[config.mk]
export PLATFORM = sky130hd
export DESIGN_NAME = mem_access_ctrl
export DESIGN_NICKNAME = d
export VERILOG_FILES = /design/src/rtl/mem_ctrl_pkg.sv /design/src/rtl/mem_access_ctrl.sv
export SDC_FILE = /design/constraint.sdc
export NUM_CORES = 1
export LEC_CHECK = 0
export BUFFER_PORTS_ARGS = -buffer_cell sky130_fd_sc_hd__buf_2
export CORE_MARGIN = 2
export CORE_UTILIZATION = 49
export CTS_CLUSTER_SIZE = 16
export DETAILED_ROUTE_END_ITERATION = 8
export PLACE_DENSITY = 0.86
export SYNTH_ARGS = -nofsm -noshare
export SYNTH_HDL_FRONTEND = slang
export SYNTH_SLANG_ARGS = --single-unit
[constraint.sdc]
create_clock -name clk_i -period 3.5 [get_ports clk_i]
set_clock_uncertainty 0.15 [all_clocks]
set_input_delay 0.35 -clock clk_i [delete_from_list [all_inputs] [get_ports clk_i]]
set_output_delay 0.35 -clock clk_i [all_outputs]
set_load 0.1 [all_outputs]
[src/rtl/mem_ctrl_pkg.sv]
// -----------------------------------------------------------------------------
// mem_ctrl_pkg
// Shared definitions for the EX/MEM-to-data-memory access sequencer:
//   - state_t     : sequencer state, fixed 2-bit encoding
//   - ADDR_W_DEF  : default address width
//   - DATA_W_DEF  : default data width
// -----------------------------------------------------------------------------
package mem_ctrl_pkg;

    localparam int ADDR_W_DEF = 32;
    localparam int DATA_W_DEF = 32;

    // The encoding is fixed so that state values are stable across both builds
    // (ST_WAIT_W is only reachable when posted writes are enabled).
    typedef enum logic [1:0] {
        ST_IDLE   = 2'd0,
        ST_WAIT   = 2'd1,
        ST_DONE   = 2'd2,
        ST_WAIT_W = 2'd3
    } state_t;

endpackage

[src/rtl/mem_access_ctrl.sv]
// -----------------------------------------------------------------------------
// mem_access_ctrl
// Turns the single-cycle MemRead/MemWrite controls held in EX/MEM into exactly
// one req/ack transaction on a multi-cycle data memory, stalling the upstream
// pipeline while the transaction is outstanding and registering load data for
// MEM/WB.
//
// Build option:
//   MEM_CTRL_POSTED_WR_EN - when defined, stores are posted: the store leaves
//                           EX/MEM immediately and the address/data output
//                           registers act as a one-entry write buffer until the
//                           memory acknowledges it (state ST_WAIT_W).
//
// Ports:
//   clk_i        in   clock, all state on rising edge
//   rst_n_i      in   asynchronous active-low reset
//   MemRead_i    in   load in EX/MEM
//   MemWrite_i   in   store in EX/MEM (wins when both are set)
//   addr_i       in   EX/MEM ALU result (access address)
//   wdata_i      in   EX/MEM store data
//   stall_o      out  hold PC, IF/ID, ID/EX, EX/MEM this cycle (combinational)
//   rdata_o      out  registered load data to MEM/WB
//   mem_req_o    out  level request, held until mem_ack_i
//   mem_we_o     out  1 = write, 0 = read
//   mem_addr_o   out  transaction address
//   mem_wdata_o  out  transaction write data
//   mem_ack_i    in   one-cycle completion pulse
//   mem_rdata_i  in   read data, valid with mem_ack_i
// -----------------------------------------------------------------------------
module mem_access_ctrl
    import mem_ctrl_pkg::*;
#(
    parameter int ADDR_W = ADDR_W_DEF,
    parameter int DATA_W = DATA_W_DEF
) (
    input  logic              clk_i,
    input  logic              rst_n_i,
    input  logic              MemRead_i,
    input  logic              MemWrite_i,
    input  logic [ADDR_W-1:0] addr_i,
    input  logic [DATA_W-1:0] wdata_i,
    output logic              stall_o,
    output logic [DATA_W-1:0] rdata_o,
    output logic              mem_req_o,
    output logic              mem_we_o,
    output logic [ADDR_W-1:0] mem_addr_o,
    output logic [DATA_W-1:0] mem_wdata_o,
    input  logic              mem_ack_i,
    input  logic [DATA_W-1:0] mem_rdata_i
);

    state_t            state_r;
    state_t            next_state_s;

    logic              access_s;
    logic              we_s;
    logic              stall_s;
    logic              launch_s;
    logic              ack_done_s;
    logic              rd_capture_s;

    logic              mem_req_r;
    logic              mem_we_r;
    logic [ADDR_W-1:0] mem_addr_r;
    logic [DATA_W-1:0] mem_wdata_r;
    logic [DATA_W-1:0] rdata_r;

    assign access_s = MemRead_i | MemWrite_i;
    assign we_s     = MemWrite_i;

    // State register.
    always_ff @(posedge clk_i or negedge rst_n_i) begin
        if (!rst_n_i) begin
            state_r <= ST_IDLE;
        end else begin
            state_r <= next_state_s;
        end
    end

    // Next-state logic.
    always_comb begin
        next_state_s = state_r;
        case (state_r)
            ST_IDLE: begin
                if (access_s) begin
`ifdef MEM_CTRL_POSTED_WR_EN
                    next_state_s = we_s ? ST_WAIT_W : ST_WAIT;
`else
                    next_state_s = ST_WAIT;
`endif
                end else begin
                    next_state_s = ST_IDLE;
                end
            end
            ST_WAIT: begin
                if (mem_ack_i) begin
                    next_state_s = ST_DONE;
                end else begin
                    next_state_s = ST_WAIT;
                end
            end
            // EX/MEM still shows the completed instruction here, so inputs are ignored.
            ST_DONE: begin
                next_state_s = ST_IDLE;
            end
`ifdef MEM_CTRL_POSTED_WR_EN
            // Posted write drains straight back to IDLE; a waiting access is issued from there.
            ST_WAIT_W: begin
                if (mem_ack_i) begin
                    next_state_s = ST_IDLE;
                end else begin
                    next_state_s = ST_WAIT_W;
                end
            end
`endif
            default: begin
                next_state_s = ST_IDLE;
            end
        endcase
    end

    // Output and control-strobe decode.
    always_comb begin
        stall_s      = 1'b0;
        launch_s     = 1'b0;
        ack_done_s   = 1'b0;
        rd_capture_s = 1'b0;
        case (state_r)
            ST_IDLE: begin
                if (access_s) begin
                    launch_s = 1'b1;
`ifdef MEM_CTRL_POSTED_WR_EN
                    stall_s  = ~we_s;
`else
                    stall_s  = 1'b1;
`endif
                end else begin
                    stall_s  = 1'b0;
                end
            end
            ST_WAIT: begin
                stall_s = 1'b1;
                if (mem_ack_i) begin
                    ack_done_s   = 1'b1;
                    rd_capture_s = ~mem_we_r;
                end else begin
                    ack_done_s   = 1'b0;
                    rd_capture_s = 1'b0;
                end
            end
            ST_DONE: begin
                stall_s = 1'b0;
            end
`ifdef MEM_CTRL_POSTED_WR_EN
            // Any new access waits behind the buffered write, including in the ack cycle.
            ST_WAIT_W: begin
                stall_s = access_s;
                if (mem_ack_i) begin
                    ack_done_s = 1'b1;
                end else begin
                    ack_done_s = 1'b0;
                end
            end
`endif
            default: begin
                stall_s = 1'b0;
            end
        endcase
    end

    // Transaction registers: request level plus address/data/direction (also the write buffer).
    always_ff @(posedge clk_i or negedge rst_n_i) begin
        if (!rst_n_i) begin
            mem_req_r   <= 1'b0;
            mem_we_r    <= 1'b0;
            mem_addr_r  <= {ADDR_W{1'b0}};
            mem_wdata_r <= {DATA_W{1'b0}};
        end else if (launch_s) begin
            mem_req_r   <= 1'b1;
            mem_we_r    <= we_s;
            mem_addr_r  <= addr_i;
            mem_wdata_r <= wdata_i;
        end else if (ack_done_s) begin
            mem_req_r   <= 1'b0;
        end
    end

    // Load data register: updated only on read acknowledges.
    always_ff @(posedge clk_i or negedge rst_n_i) begin
        if (!rst_n_i) begin
            rdata_r <= {DATA_W{1'b0}};
        end else if (rd_capture_s) begin
            rdata_r <= mem_rdata_i;
        end
    end

    assign stall_o     = stall_s;
    assign rdata_o     = rdata_r;
    assign mem_req_o   = mem_req_r;
    assign mem_we_o    = mem_we_r;
    assign mem_addr_o  = mem_addr_r;
    assign mem_wdata_o = mem_wdata_r;

endmodule

==> run summary, run 1 <==
Status: finished clean
Initial antenna violation count: 0
Endpoint, Worst Hold: rdata_o[5]
Seq/Total Area, Yosys: 0.625
Clk buf depth: 2
First-pass GRT wire length: 12900 um
Site row count: 32
Cell count of the worst reg-to-reg path: 4
Sink Count: 100
Largest net degree at the start of global routing: 101
Core Region: 0.00781 mm2
Yosys reg bits: 100
Worst Hold Class: in -> reg
Crit Path Class: reg -> reg
Post-detail-place hpwl: 6500 um
Starting DRT DRC Count: 47
Vias in the first global route: 2643
Hold path depth: 2
Synth Cell Area: 0.00400 mm2
TritonRoute pass-1 iters: 4
Share of cells above drive strength 1: 0.734
Crit. End Element: flip-flop
Period utilization: 0.643
Worst-path clk slew: 0.09 ns
GRT Util Overall: 0.193
Worst R2R End: mem_addr_o[8]
Vias after detailed routing: 2556
Antenna Cells: 0
Final wirelength: 8760 um
Most common cell after layout, fill and taps aside: buf_2
Hold_sp: mem_rdata_i[5]
Least-Margin Pin Slew: 0.715 ns
Worst path arrival time: 2.32 ns
Final-report hold violation count: 0
Most frequent cells in the layout: buf_2, dfrtp_1, mux2_4, mux2_2, clkbuf_8
R2R setup slack: 1.25 ns
Die area: 0.00891 mm2
Register area: 0.00250 mm2
Relative slew slack: 0.523
Setup_tns: 0 ns
Mean routed wirelength per cell: 16.5 um
Remaining Overflow, GRT: 0
Routability cong.: 0.773
CTS tree: built
Max Slew Vio Count: 0
DRC: 0
Final nets: 525
Post-Syn Instances: 219
RSZ-0062 raised after global routing: false
Synthesized area per cell: 18.3 um2
Starting Density: 0.513
Vias per std cell: 4.82
H-tree Lvls: 3
Root Buffer: clkbuf_8
Die height: 94.4 um
Fillcell total: 573
Synthesized net count: 320
Num ports: 200
Multi-input logic area: 0.00136 mm2
Fmax: 444 MHz
Die Wd: 94.4 um
Setup Viol. Count Final: 0
Routed Antenna Nets: 0
Post-synth cell types: 19
Worst r2r src: state_r[1]
Final worst path period need: 2.25 ns
Syn-to-layout area delta: 30.7%
CP Max Fanout: 43
Crit path launch type: flip-flop
Number of I/O port buffers: 199
Synth warnings: 0
Clock Latency Late Sink: 0.35 ns
Worst EP required: 3.57 ns
Num CTS Buffers: 9
# Max-Cap Violations: 0
[logic make-up (layout without fill, tap and decap cells)]
kind of cell / after synthesis / count (layout) / share of synthesized area
AOI/OAI and AO/OA: 3 / 3 / 0.00812
muxes: 96 / 96 / 0.316
and+or+nand+nor: 10 / 10 / 0.0153
DFF: 100 / 100 / 0.625
buffers and inverters: 10 / 219 / 0.0356
[flip-flops by register name, indices dropped and copies added (netlist names)]
signal       cells
mem_addr_o      32
mem_wdata_o     32
rdata_o         32
state_r          2
mem_req_o        1
mem_we_o         1
[per-layer routing]
| layer | routed length [um] | vias up | track usage |
|---|---|---|---|
| li1 | - | 1176 | - |
| met1 | 3420 | 1240 | 0.225 |
| met2 | 4310 | 129 | 0.324 |
| met3 | 912 | 11 | 0.0750 |
| met4 | 113 | 0 | 0.0713 |
| met5 | 0 | - | 0 |
[what timing repair did]
item	4_1_cts	5_1_grt
setup buffers	0	0
hold buffers	1	0
endpoints found under the hold margin	100	0
resized for setup	0	0
[worst max-delay path, cell delays in order (launching register included)]
cell	delay [ns]
dfrtp_1	0.45
nor2_2	0.18
o21a_4	0.62
buf_4	0.37
mux2_4	0.33
[cell type report]
class                           instances  share of cell area
Clock inverter                          4             0.00957
Sequential cell                       100               0.478
Multi-Input combinational cell        109               0.260
Timing Repair Buffer                  204               0.201
Tap cell                              102              0.0244
Clock buffer                           11              0.0270
[cells in the mapped netlist]
master | count | area [um2]
nor2_2 | 1 | 6.26
mux2_1 | 2 | 22.5
nand2_1 | 2 | 7.51
dfrtp_1 | 100 | 2500
nor3_4 | 1 | 16.3
buf_2 | 1 | 5.00
nor2b_1 | 1 | 6.26
a22o_1 | 1 | 8.76
mux2_4 | 49 | 736
nor3_1 | 1 | 5.00
mux2_2 | 45 | 507
and2_1 | 1 | 6.26
buf_4 | 3 | 22.5
o21a_4 | 1 | 15.0
nand2b_1 | 1 | 6.26
nor2_1 | 2 | 7.51
a211o_1 | 1 | 8.76
buf_8 | 1 | 15.0
buf_12 | 5 | 100
[worst max-delay path by stage]
stage | start | endpoint | slack, ns | depth (start not counted)
2_1_floorplan | state_r[1] | stall_o | 1.27 | 1
3_3_place_gp | state_r[1] | mem_addr_o[18] | 1.35 | 4
3_5_place_dp | state_r[1] | mem_addr_o[8] | 1.26 | 4
4_1_cts | state_r[1] | mem_addr_o[8] | 1.25 | 4
5_1_grt | state_r[1] | mem_addr_o[8] | 1.16 | 4
6_report | state_r[1] | mem_addr_o[8] | 1.25 | 4
[per-stage QoR]
stage	instances	cell area [um2]	util	setup WS, ns	hold slack [ns]
3_5_place_dp	514	5030	0.644	1.26	0.306
4_1_cts	530	5230	0.670	1.25	0.0422
5_1_grt	530	5230	0.670	1.16	0.0396
2_1_floorplan	219	4000	-	1.27	-0.0956
3_3_place_gp	514	5030	0.644	1.35	0.288
6_report	530	5230	0.670	1.25	0.0626
Power of run 1 is not shown: default switching activity piles up to over one toggle a cycle in this logic, so the estimate is an artifact.
==> run 2, diff against run 1 <==
ABC_AREA = 1   (was default)
CORE_UTILIZATION = 46   (was 49)
PLACE_DENSITY = 0.81   (was 0.86)
clock period = 2.09 ns   (was 3.5 ns; I/O delays follow)
==> run 2 against run 1 <==
Compared with the run above:
- highest routed layer unchanged
- sequential cell count unchanged
- first-iteration DRC count grew to 3.4 times the previous value
- sequential share of layout area down 7.5 points
- clock-buffer cell count shrank 1
- area after synthesis unchanged
- via count increased by 64%
- final cell count increased by 58%
- utilization is 5.2 points higher
- register-to-register slack worse by 0.76 ns
- setup slack worse by 1.0 ns
- global-route usage increased by 7.2 points
- critical path depth up 3
==> run summary, run 2 <==
Status: finished clean
Setup Viol. Count Final: 0
Num CTS Buffers: 9
Vias in the first global route: 4294
Met3 Resource Use GR: 0.0619
Worst EP required: 1.73 ns
Ranking of synthesized cells by area: dfrtp_1, nand2_1, nand3_1
First-pass GRT wire length: 20400 um
Synth Cell Area: 0.00400 mm2
CTS tree: built
Fillcell total: 563
Vias after detailed routing: 4181
Post-Syn Instances: 438
Crit Path Class: in -> out
Most frequent cells in the layout: nand2_1, buf_2, dfrtp_1, dlygate4sd3_1, nand3_1
Share of the synthesized area in the top cell type: 0.625
Num ports: 200
Yosys reg bits: 100
Commonest cells in the netlist: nand2_1, dfrtp_1, nand3_1, buf_2, buf_4
CP Max Fanout: 12
Initial antenna violation count: 0
Final worst path period need: 1.88 ns
Dpl cells: 725
Routed Antenna Nets: 0
Most common cell after layout, fill and taps aside: nand2_1
Clk buf depth: 2
GRT Util Overall: 0.265
Post-detail-place hpwl: 7140 um
Synth area leader: dfrtp_1
Seq/Total Area, Yosys: 0.625
Least-Margin Pin Slew: 0.562 ns
GR Util met2: 0.454
Clock Latency Late Sink: 0.35 ns
Core Region: 0.00859 mm2
GR Layer Usage met1: 0.321
Synthesized area per cell: 9.14 um2
Worst Hold Class: in -> async
TritonRoute pass-1 iters: 5
Period utilization: 0.901
Global-route layer with the greatest usage: met2
Sink Count: 100
Final-report hold violation count: 0
H-tree Lvls: 3
Postcts setup bufs: 0
Share of cells above drive strength 1: 0.316
Placed Area: 0.00504 mm2
Starting Density: 0.466
Relative slew slack: 0.624
Worst-path clk slew: 0.10 ns
Starting DRT DRC Count: 161
Antenna Cells: 0
Post-route cell area: 0.00621 mm2
Fmax: 531 MHz
Site row count: 34
RSZ-0062 raised after global routing: false
Max Slew Vio Count: 0
Main synth FF type: dfrtp_1
Synth warnings: 0
Crit path launch type: primary input
Root Buffer: clkbuf_8
Post-synth cell types: 13
Largest net degree at the start of global routing: 55
Number of I/O port buffers: 199
# Max-Cap Violations: 0
Die height: 97.3 um
Final wirelength: 12400 um
Crit. End Element: output pin
Most frequent cell after synthesis: nand2_1
Worst path arrival time: 1.52 ns
Non-filler cells, final: 839
Die area: 0.00947 mm2
DRC: 0
FFs w/ async S/R, synth: 1.00
Final nets: 828
Routability cong.: 0.859
Synthesized net count: 539
Syn-to-layout area delta: 55.1%
Remaining Overflow, GRT: 0
Post-synth EDFFs: 0
Vias per std cell: 4.98
Minimum hold slack: 0.0739 ns
Setup_tns: 0 ns
Mean routed wirelength per cell: 14.7 um
Die Wd: 97.3 um
## run 2: final timing paths
path,startpoint,endpoint,slack (ns),depth (start not counted)
max,MemWrite_i,stall_o,0.21,7
min,rst_n_i,mem_wdata_o[18],0.07,2
min reg2reg,mem_wdata_o[7],mem_wdata_o[7],0.32,2
max in group asynchronous,rst_n_i,mem_addr_o[4],1.03,3
max reg2reg,state_r[1],rdata_o[20],0.49,4
min in group clk_i,MemRead_i,mem_req_o,0.20,5
## run 2: cell families after synthesis
family | after synthesis | synth area share
AO/OA/AOI/OAI | 1 | 0.00125
buffers and inverters | 36 | 0.0556
flip-flops | 100 | 0.625
AND/OR/NAND/NOR | 301 | 0.318
## run 2: what timing repair did
item                      in CTS  in global routing
resized for setup              0                  0
hold buffers                  99                  0
hold endpoints to repair     200                  0
## run 2: metrics by stage
stage	utilization	setup slack (ns)
4_1_cts	0.722	0.204
2_1_floorplan	-	0.196
5_1_grt	0.722	0.129
3_3_place_gp	0.587	0.656
6_report	0.722	0.207
3_5_place_dp	0.587	0.595
## run 2: final cells by class
class	instances	area (um2)	share of cell area
flip-flops and latches	100	2500	0.403
repair buffers	308	2090	0.337
multi-input cells	302	1280	0.206
clock buffers	10	138	0.0222
well taps	108	135	0.0218
clock inverters	5	37.5	0.00605
inverters	6	22.5	0.00363
## run 2: critical path, stage by stage
cell           delay (ns)
dlygate4sd3_1        0.54
buf_2                0.13
inv_1                0.06
nand2_2              0.06
nand2_2              0.19
nand2_1              0.14
buf_12               0.19
## run 2: metal layers
layer | part of all wire | vias to the layer above | wire length, um
met5 | 0 | - | 0
met2 | 0.50 | 199 | 6140
met1 | 0.40 | 1970 | 4880
met3 | 0.074 | 42 | 915
met4 | 0.034 | 0 | 424
li1 | - | 1970 | -
Power of run 2 is left out for the same reason.
==> run 3, diff against run 2 <==
CORE_ASPECT_RATIO = 0.75   (was default)
==> run 3 against run 2 <==
Compared with the run above:
- die area about the same
- register-to-register slack about the same
- hold slack got worse by 0.070 ns
- setup slack improved by 0.24 ns
- highest routed layer unchanged
==> run summary, run 3 (synthesis gave the netlist of run 2 again) <==
Largest net degree at the start of global routing: 66
Status: finished clean
Least-Margin Pin Slew: 0.636 ns
DRC: 0
CTS tree: built
Antenna Cells: 0
Number of I/O port buffers: 199
Most common cell after layout, fill and taps aside: nand2_1
CTS hold repair buffers: 94
Final-report hold violation count: 0
Period utilization: 0.786
Final worst path period need: 1.64 ns
Num CTS Buffers: 9
Worst path max stage delay: 0.43 ns
CP Cell Sequence: nor2_4, inv_1, nand2_1, buf_12
Routability cong.: 0.826
Final nets: 822
Crit path max-delay cell type: dfrtp_1
Setup Viol. Count Final: 0
# Max-Cap Violations: 0
Vias after detailed routing: 4159
Crit-path leading delay family: flip-flops
Mean routed wirelength per cell: 15.2 um
Dpl cells: 723
Initial antenna violation count: 0
Critical path depth: 4
Non-filler cells, final: 834
Postcts setup bufs: 0
RSZ-0062 raised after global routing: false
Starting Density: 0.474
Die height: 84.8 um
Worst path arrival time: 1.28 ns
Crit. End Element: output pin
Syn-to-layout area delta: 57.3%
Hold path depth: 3
Max Slew Vio Count: 0
Vias in the first global route: 4191
Core Region: 0.00845 mm2
Cell count of the worst reg-to-reg path: 5
Worst EP required: 1.73 ns
Setup_tns: 0 ns
Crit Path Class: reg -> out
Remaining Overflow, GRT: 0
Starting DRT DRC Count: 211
Resize count post-CTS: 0
Die Wd: 112 um
Fin util: 0.745
Root Buffer: clkbuf_16
Worst-path clk slew: 0.06 ns
H-tree Lvls: 3
Clk buf depth: 2
Vias per std cell: 4.99
Multi-input logic area: 0.00128 mm2
Routed Antenna Nets: 0
First-pass GRT wire length: 20100 um
Die area: 0.00947 mm2
CP Max Fanout: 4
Register area: 0.00250 mm2
Sink Count: 100
Site row count: 29
Post-detail-place hpwl: 7040 um
Clock Latency Late Sink: 0.32 ns
Fmax: 609 MHz
WP buf/inv: 2
Worst Hold Class: in -> reg
Share of cells above drive strength 1: 0.314
TritonRoute pass-1 iters: 5
Fillcell total: 582
GRT Util Overall: 0.265
Final wirelength: 12700 um
Crit path launch type: flip-flop
Most frequent cells in the layout: nand2_1, buf_2, dfrtp_1, nand3_1, dlygate4sd3_1
Num ports: 200
Relative slew slack: 0.576
run 3: routing by layer:
| metal | global-route usage | vias to the layer above | part of all wire |
|---|---|---|---|
| met1 | 0.317 | 1918 | 0.39 |
| met5 | 0 | - | 0 |
| met4 | 0.0943 | 0 | 0.026 |
| met2 | 0.467 | 252 | 0.50 |
| li1 | - | 1953 | - |
| met3 | 0.0671 | 36 | 0.086 |
run 3: through the flow:
step / setup WS (ns) / instance area (um2) / hold WS, ns
finish: 0.447 / 6300 / 0.00363
global route: 0.352 / 6300 / 0.00335
CTS: 0.421 / 6290 / 0.00132
detailed placement: 0.523 / 5030 / -0.0840
global placement: 0.599 / 5030 / -0.0843
floorplan: 0.196 / 4000 / -0.237
run 3: cell type report:
| type | count | share of cell area |
|---|---|---|
| Sequential cell | 100 | 0.397 |
| Timing Repair Buffer | 302 | 0.324 |
| Multi-Input combinational cell | 302 | 0.203 |
| Clock buffer | 11 | 0.0370 |
| Tap cell | 108 | 0.0215 |
| Clock inverter | 5 | 0.0135 |
| Inverter | 6 | 0.00358 |
run 3: final timing paths:
| check | start | to | slack [ns] |
|---|---|---|---|
| setup / recovery | state_r[1] | stall_o | 0.45 |
| hold / removal | MemWrite_i | mem_we_o | 0.004 |
| setup reg to reg | state_r[1] | mem_wdata_o[3] | 0.49 |
| hold reg to reg | mem_addr_o[1] | mem_addr_o[1] | 0.32 |
| max in group asynchronous | rst_n_i | mem_wdata_o[10] | 0.94 |
| min in group asynchronous | rst_n_i | mem_wdata_o[22] | 0.13 |
run 3: worst min-delay path, cell delays in order:
cell	delay [ns]
buf_2	0.09
nand3_1	0.07
nand2_1	0.07
Power of run 3 is left out for the same reason.
